### src/rtl/mac_seq_ctrl.sv
// Sequencer for the 8x8 signed MAC: clears the accumulator, streams operand pairs from the
// buffers, counts returned valids and holds the dot product on a valid/ready port.
// Optional watchdog on the result wait: define MAC_CTRL_TIMEOUT_EN.
module mac_seq_ctrl #(
  parameter int ADDR_W      = 8,
  parameter int RES_SKEW    = 1,
  parameter int CLR_CYC     = 2,
  parameter int TIMEOUT_CYC = 64
) (
  input  logic              clk_i,
  input  logic              rstn_i,
  input  logic              start_i,
  input  logic [ADDR_W:0]   vec_len_i,
  output logic [ADDR_W-1:0] ibuf_addr_o,
  output logic [ADDR_W-1:0] wbuf_addr_o,
  output logic              buf_rd_o,
  input  logic [7:0]        ibuf_data_i,
  input  logic [7:0]        wbuf_data_i,
  output logic              mac_rstn_o,
  output logic              mac_enable_o,
  output logic              mac_valid_o,
  output logic [7:0]        mac_input_o,
  output logic [7:0]        mac_weight_o,
  input  logic              mac_valid_i,
  input  logic [31:0]       mac_result_i,
  output logic [31:0]       result_o,
  output logic              result_valid_o,
  input  logic              result_ready_i,
  output logic              busy_o,
  output logic              done_o,
  output logic              error_o,
  output logic [2:0]        dbg_state_o
);

  // Result port: result_o is held stable while result_valid_o is high; the transfer
  // happens on a clock edge where result_valid_o and result_ready_i are both high.
  typedef enum logic [2:0] {
    S_IDLE  = 3'd0,
    S_CLEAR = 3'd1,
    S_FETCH = 3'd2,
    S_WAIT  = 3'd3,
    S_OUT   = 3'd4
  } state_t;

  state_t            r_state;
  logic [ADDR_W:0]   r_len;
  logic [ADDR_W:0]   r_rx_cnt;
  logic [ADDR_W-1:0] r_addr;
  logic [7:0]        r_clr_cnt;
  logic              r_rd_q;
  logic              r_got_last;

  logic [ADDR_W:0]   w_addr_inc;
  logic              w_fetch_last;
  logic              w_last_pulse;
  logic              w_capture;
  logic              w_timeout;

  assign w_addr_inc   = {1'b0, r_addr} + (ADDR_W+1)'(1);
  assign w_fetch_last = (w_addr_inc == r_len);
  assign w_last_pulse = mac_valid_i && ((r_rx_cnt + (ADDR_W+1)'(1)) == r_len);
  // With zero skew the final result sits on the bus alongside the last valid.
  assign w_capture    = (RES_SKEW == 0) ? w_last_pulse : r_got_last;

  assign ibuf_addr_o  = r_addr;
  assign wbuf_addr_o  = r_addr;
  assign mac_valid_o  = r_rd_q;
  assign mac_input_o  = r_rd_q ? ibuf_data_i : 8'd0;
  assign mac_weight_o = r_rd_q ? wbuf_data_i : 8'd0;
  assign busy_o       = (r_state != S_IDLE);
  assign dbg_state_o  = r_state;

`ifdef MAC_CTRL_TIMEOUT_EN
  logic [15:0] r_wd;
  logic        r_error;

  assign w_timeout = !mac_valid_i && (r_wd == 16'(TIMEOUT_CYC - 1));
  assign error_o   = r_error;

  // Counts WAIT cycles since the last returned valid; restarts on every WAIT entry.
  always_ff @(posedge clk_i) begin
    if (!rstn_i) begin
      r_wd    <= 16'd0;
      r_error <= 1'b0;
    end else begin
      if (r_state != S_WAIT || mac_valid_i) r_wd <= 16'd0;
      else                                  r_wd <= r_wd + 16'd1;
      if (r_state == S_WAIT && !w_capture && w_timeout) r_error <= 1'b1;
      else if (r_state == S_OUT && result_ready_i)      r_error <= 1'b0;
    end
  end
`else
  assign w_timeout = 1'b0;
  assign error_o   = 1'b0;
`endif

  always_ff @(posedge clk_i) begin
    if (!rstn_i) begin
      r_state        <= S_IDLE;
      r_len          <= '0;
      r_rx_cnt       <= '0;
      r_addr         <= '0;
      r_clr_cnt      <= 8'd0;
      r_rd_q         <= 1'b0;
      r_got_last     <= 1'b0;
      buf_rd_o       <= 1'b0;
      mac_rstn_o     <= 1'b1;
      mac_enable_o   <= 1'b0;
      result_o       <= 32'd0;
      result_valid_o <= 1'b0;
      done_o         <= 1'b0;
    end else begin
      done_o <= 1'b0;
      r_rd_q <= buf_rd_o;
      if ((r_state == S_FETCH || r_state == S_WAIT) && mac_valid_i) begin
        r_rx_cnt <= r_rx_cnt + (ADDR_W+1)'(1);
        if (w_last_pulse) r_got_last <= 1'b1;
      end
      case (r_state)
        S_IDLE: begin
          if (start_i) begin
            r_len      <= vec_len_i;
            r_rx_cnt   <= '0;
            r_got_last <= 1'b0;
            r_addr     <= '0;
            r_clr_cnt  <= 8'd0;
            result_o   <= 32'd0;
            if (vec_len_i == '0) begin
              r_state        <= S_OUT;
              result_valid_o <= 1'b1;
            end else begin
              r_state    <= S_CLEAR;
              mac_rstn_o <= 1'b0;
            end
          end
        end
        S_CLEAR: begin
          if (r_clr_cnt == 8'(CLR_CYC - 1)) begin
            r_state      <= S_FETCH;
            mac_rstn_o   <= 1'b1;
            buf_rd_o     <= 1'b1;
            mac_enable_o <= 1'b1;
          end else begin
            r_clr_cnt <= r_clr_cnt + 8'd1;
          end
        end
        S_FETCH: begin
          // Comparing the 1-wider increment lets LEN = 2**ADDR_W finish before the wrap.
          if (w_fetch_last) begin
            r_addr   <= '0;
            buf_rd_o <= 1'b0;
            r_state  <= S_WAIT;
          end else begin
            r_addr <= w_addr_inc[ADDR_W-1:0];
          end
        end
        S_WAIT: begin
          if (w_capture) begin
            result_o       <= mac_result_i;
            result_valid_o <= 1'b1;
            mac_enable_o   <= 1'b0;
            r_state        <= S_OUT;
          end else if (w_timeout) begin
            result_o       <= 32'd0;
            result_valid_o <= 1'b1;
            mac_enable_o   <= 1'b0;
            r_state        <= S_OUT;
          end
        end
        S_OUT: begin
          if (result_ready_i) begin
            result_valid_o <= 1'b0;
            done_o         <= 1'b1;
            r_state        <= S_IDLE;
          end
        end
        default: r_state <= S_IDLE;
      endcase
    end
  end

endmodule
### config.mk
export PLATFORM = sky130hd
export DESIGN_NAME = mac_seq_ctrl
export DESIGN_NICKNAME = d
export VERILOG_FILES = /design/src/rtl/mac_seq_ctrl.sv
export SDC_FILE = /design/constraint.sdc
export NUM_CORES = 1
export LEC_CHECK = 0
export CAP_MARGIN = 15
export CORE_AREA = 2 2 94 96
export CTS_CLUSTER_SIZE = 12
export DETAILED_ROUTE_END_ITERATION = 8
export DIE_AREA = 0 0 96 98
export PLACE_DENSITY = 0.82
export SLEW_MARGIN = 30
export SYNTH_ARGS = -nofsm -noshare
export SYNTH_HDL_FRONTEND = slang
export SYNTH_SLANG_ARGS = --single-unit
### constraint.sdc
create_clock -name clk_i -period 2.6 [get_ports clk_i]
set_clock_uncertainty 0.05 [all_clocks]
set_input_delay 0.52 -clock clk_i [delete_from_list [all_inputs] [get_ports clk_i]]
set_output_delay 0.52 -clock clk_i [all_outputs]
set_load 0.005 [all_outputs]
# After elaboration in Yosys (flattened, before gate mapping)
# Cells that the tools add are included.
[word_totals]
regBits = 76
in_bits = 62
out_inout_bits = 75
wordCells = 91
[classes]
add_sub_neg = 3
n_eq_ne = 15
n_mux = 38
n_reduce_logical = 22
[op_table]
columns = ["cell", "n"]
rows = [
  ["$mux 32", 2],
  ["$pmux 32 s2", 1],
  ["$mux 8", 5],
  ["$pmux 8 s2", 2],
  ["$mux 9", 3],
  ["$eq 9x9->1", 2],
  ["$mux 3", 6],
  ["$ne 2x2->1 const B", 8],
  ["$pmux 3 s5", 1],
  ["$mux 1", 14],
  ["$reduce_and 3->1", 4],
  ["$reduce_and 5->1", 2],
  ["$reduce_bool 2->1", 5],
  ["$add 8x1->9 const B", 1],
  ["$add 9x1->9 const B", 1],
  ["$logic_not 9->1", 1],
  ["$add 8x1->8 const B", 1],
  ["$eq 8x1->1 const B", 1],
  ["$eq 3x2->1 const B", 2],
  ["$pmux 1 s2", 3],
  ["$reduce_and 2->1", 3],
  ["$reduce_bool 3->1", 2],
  ["$reduce_and 4->1", 1],
  ["$eq 3x1->1 const B", 1],
  ["other kinds (5)", 6],
]

# Longest topological paths before layout
[depth]
depth_word = 7
mapped_depth = 8
ltp_nobuf = 8

# Least setup slack after synthesis
# No wires, ideal clock.
[synth_path]
path_kind = "reg2reg"
from = "register r_addr[0], in the netlist ibuf_addr_o[0]"
to = "register r_addr[2], in the netlist ibuf_addr_o[2]"
setup_ns = 0.129
arrival_ns = 2.012
required_time_ns = 2.421
setup_slack_ns = 0.409
stages_incl_launch_ff = 8
synth_period_minus_slack_ns = 2.191
cell_sequence = "dfxtp_1 > ha_1 > nand3_1 > or3b_2 > a21oi_1 > o21bai_2 > o2111ai_1 > a22oi_1"
[synth_between]
elab_chain_cells = 4
[synth_lines]
columns = ["item", "line", "text"]
rows = [
  ["start, declared", "48", "logic [ADDR_W-1:0] r_addr;"],
  ["start signal, assigned", "154", "r_addr <= w_addr_inc[ADDR_W-1:0];"],
  ["$add 8x1->9 (*)", "59", "assign w_addr_inc = {1'b0, r_addr} + (ADDR_W+1)'(1);"],
  ["$eq 9x9->1", "60", "assign w_fetch_last = (w_addr_inc == r_len);"],
  ["$mux 8 (*)", "149", "if (w_fetch_last) begin"],
  ["$pmux 8 s2 (*)", "119", "case (r_state)"],
]
# Every way passes the cells marked *; elsewhere a longest branch is shown, timed or not.
# A chain may end at the register's enable or synchronous reset.

# Worst setup path after layout
[layout_path]
from = "register r_state[2], in the netlist dbg_state_o[2]"
to = "output busy_o"
[layout_between]
elab_chain_cells = 1
[layout_lines]
columns = ["item", "line", "text"]
rows = [
  ["start, declared", "45", "state_t r_state;"],
  ["start signal, assigned", "99", "r_state <= S_IDLE;"],
  ["start signal, assigned", "129", "r_state <= S_OUT;"],
  ["start signal, assigned", "132", "r_state <= S_CLEAR;"],
  ["$reduce_bool 3->1", "70", "assign busy_o = (r_state != S_IDLE);"],
  ["end, declared", "29", "output logic busy_o,"],
]
# Every way passes these cells.

==> results.md <==
- Detailed placement HPWL: 7.263 mm
- Synth Area in Simple Gates: 0.2459
- DRC Markers: 0
- Synth Area in Compound Gates: 0.1731
- Core Util, Final: 0.6242
- Outcome: finished, final reports clean
- Crit-path cells: nor3_1, inv_1, clkdlybuf4s50_1
- Yosys cell types: 58
- Row count: 34
- Worst r2r src: ibuf_addr_o[0]$_SDFFE_PN0P_
- Fin. Hold Viols: 0
- CTS tree: built
- Min-delay worst type: flop to flop
- Fmax: 432.4 MHz
- Final instance area: 5284 µm²
- P&R area growth vs syn: 43.06%
- Die height: 98 µm
- Critical Path Fanout Max: 12
- R2R cell count: 7
- Mapped cell area: 3694 µm²
- Worst EP arrival: 1.74 ns
- Wirelength per Cell: 14.58 µm
- Final WL: 9.902 mm
- Largest family of logic cells by synthesized area: simple AND/OR/NAND/NOR gates
- GR Util All Layers: 0.2149
- Worst Path Required: 2.03 ns
- # setup viols final: 0
- Post-synth ARST share: 0
- Total negative setup slack: 0 ns
- CTS Buf Count: 9
- Vias: 3628
- Leak pwr: 1.914 nW
- Relative slew slack: 0.6055
- First-pass GRT wire length: 16.09 mm
- Critical path endpoint category: output port
- Hold_sp: buf_rd_o$_SDFFE_PN0P_
- Pwr dens: 567.4 nW/µm²
- Max Slew Vio Count: 0
- Place WS: 0.2332 ns
- Initial antenna violation count: 0
- Mux contribution to synthesized area: 0.01524
- Vias in the first global route: 3467
- Worst vdd ir: 0.3697 mV
- PortBufs: 135
- CP Class: flop to output port
- Placed insts: 664
- Die area: 9408 µm²
- Placed cell area: 5116 µm²
- Top-area cell type share of the netlist area: 0.4119
- Final nets: 633
- Sequential area share after synthesis: 0.4119
- Total gr overflow: 0
- Post-route worst setup slack: 0.2876 ns
- Largest cells by area after synthesis: dfxtp_1 41%, nor2_1 7.5%, a22oi_1 6.7%
- DRT antenna net count: 0
- Leading area contributor after synthesis: dfxtp_1
- Critical-path top delay cell: clkdlybuf4s50_1
- Initial Utilization: 0.4363
- # diodes: 0
- Gate Count Post-Synth: 439
- # hold bufs at CTS: 0
- Top_reg_cell synth: dfxtp_1
- Yosys warns: 0
- Vias per inst: 5.343
- Worst setup path end: busy_o
- Max-cap violations: 0
- Fin crit share: 0.8894
- Clk buf depth: 2
- Clock root cell: clkbuf_8
- Worst reg2reg endpoint: ibuf_addr_o[2]$_SDFFE_PN0P_
- Worst-margin pin slew: 0.5917 ns
- Synthesized flop and latch total: 76
- Synth Area in Adders: 0.01355
- Largest net degree at the start of global routing: 33
- Post-CTS Resized: 0
- EDFF count, synth: 0
- RSZ-0062 raised after global routing: no
- Average cell area after synthesis: 8.414 µm²
- DR iter-0 viols: 169
- Fraction of layout cells with a size suffix above 1: 0.08056
- H-tree Lvls: 3
- Drt first pass iters: 4
- Num ports: 137
- Non-filler cells, final: 679
- R2R Setup Slk: 0.30 ns
- CP startpoint kind: flop
- Core ar.: 8466 µm²
- GP Congestion: 0.8084
- CTS clk-pin slew, worst paths: 0.08 ns
- XOR/XNOR Fraction of Synth Area: 0.08367
- Post-CTS setup buffer count: 0
- Clk_lat worst skew: 0.34 ns
- Clk sinks: 76
- Crit path largest cell delay: 0.48 ns
- Final min period: 2.312 ns
- Critical Path Source: dbg_state_o[2]$_SDFFE_PN0P_
- Mapped Nets: 505
- Chip width: 96 µm
[report_power, final]
group	switching, mW	internal [mW]
Sequential	0.0974	1.23
Combinational	0.433	0.444
Clock	0.427	0.362
Total	0.957	2.04
[sequential cells by signal, indices dropped and copies added (netlist names), 3 cells and up]
| register | cells |
|---|---|
| dbg_state_o | 3 |
| ibuf_addr_o | 8 |
| result_o | 32 |
| r_clr_cnt | 8 |
| r_rx_cnt | 9 |
| r_len | 9 |
[routing by layer]
layer  part of all wire  vias up  routed length [µm]  global-route usage
met3              0.088        8                 868             0.06481
met5                  0        -                   0                   0
met4              0.011        0                 105             0.06593
met2               0.47      139                4684              0.3403
li1                   -     1761                   -                   -
met1               0.43     1720                4243              0.2796
[logic make-up (layout without fill, tap and decap cells)]
logic type | count (synthesis) | count (layout)
AO/OA/AOI/OAI | 89 | 89
AND/OR/NAND/NOR | 190 | 190
buffers and inverters | 42 | 174
XOR/XNOR | 32 | 32
multiplexers | 5 | 5
other | 1 | 1
flip-flops | 76 | 76
adder cells (fa/ha/maj) | 4 | 4
[synthesized netlist by cell type (2+ instances only)]
cell type	instances
dfxtp_1	76
a211o_1	2
a21boi_0	2
o21ai_0	10
a31oi_1	2
clkbuf_1	18
nor2_1	74
inv_1	11
o22ai_1	2
a22oi_1	33
ha_1	4
or2_2	3
nor3_1	11
nor4_1	3
nand2_1	42
nand3b_1	3
and3_1	4
buf_2	2
nor3b_1	2
o21ai_1	2
mux2i_1	3
o2111ai_1	6
and2_1	18
nand3_1	14
buf_4	10
and2_2	3
o21a_1	2
a21oi_1	16
xnor2_1	17
nand2b_1	2
xor2_1	13
nor4b_1	3
[worst min-delay path by stage]
| stage | to | cells past startpoint |
|---|---|---|
| floorplan | mac_enable_o$_SDFFE_PN0P_ | 2 |
| global placement | mac_enable_o$_SDFFE_PN0P_ | 2 |
| detailed placement | mac_valid_o$_SDFF_PN0_ | 2 |
| CTS | mac_valid_o$_SDFF_PN0_ | 2 |
| global route | mac_valid_o$_SDFF_PN0_ | 2 |
| finish | mac_valid_o$_SDFF_PN0_ | 2 |
[layout make-up]
class,count,area [µm²]
Tap cell,108,135.1
Timing Repair Buffer,148,1449
Multi-Input combinational cell,321,1971
Sequential cell,76,1521
Inverter,11,41.29
Clock buffer,10,137.6
Fill cell,726,3182
Clock inverter,5,28.78
[through the flow]
step,power [mW],hold WS [ns]
6_report,2.998,0.4327
5_1_grt,3.174,0.4573
4_1_cts,3.012,0.4352
3_5_place_dp,2.230,0.4239
3_3_place_gp,2.209,0.4170
2_1_floorplan,1.836,0.4177
[cell usage in the layout, fill, tap and decap left out, drive strengths merged, types with 12 or more instances in the layout]
master         instances
a21oi                 16
a22oi                 33
and2                  21
buf                   13
clkdlybuf4s50        135
dfxtp                 76
nand2                 42
nand3                 15
nor2                  74
o21ai                 12
xnor2                 17
xor2                  13
[critical path: cells and delay by family (launching register included)]
kind                   cells  cell delay [ns]
buffers and inverters      2             0.59
DFF                        1             0.42
and+or+nand+nor            1             0.38
No activity file was read; power rests on OpenSTA's default activity.
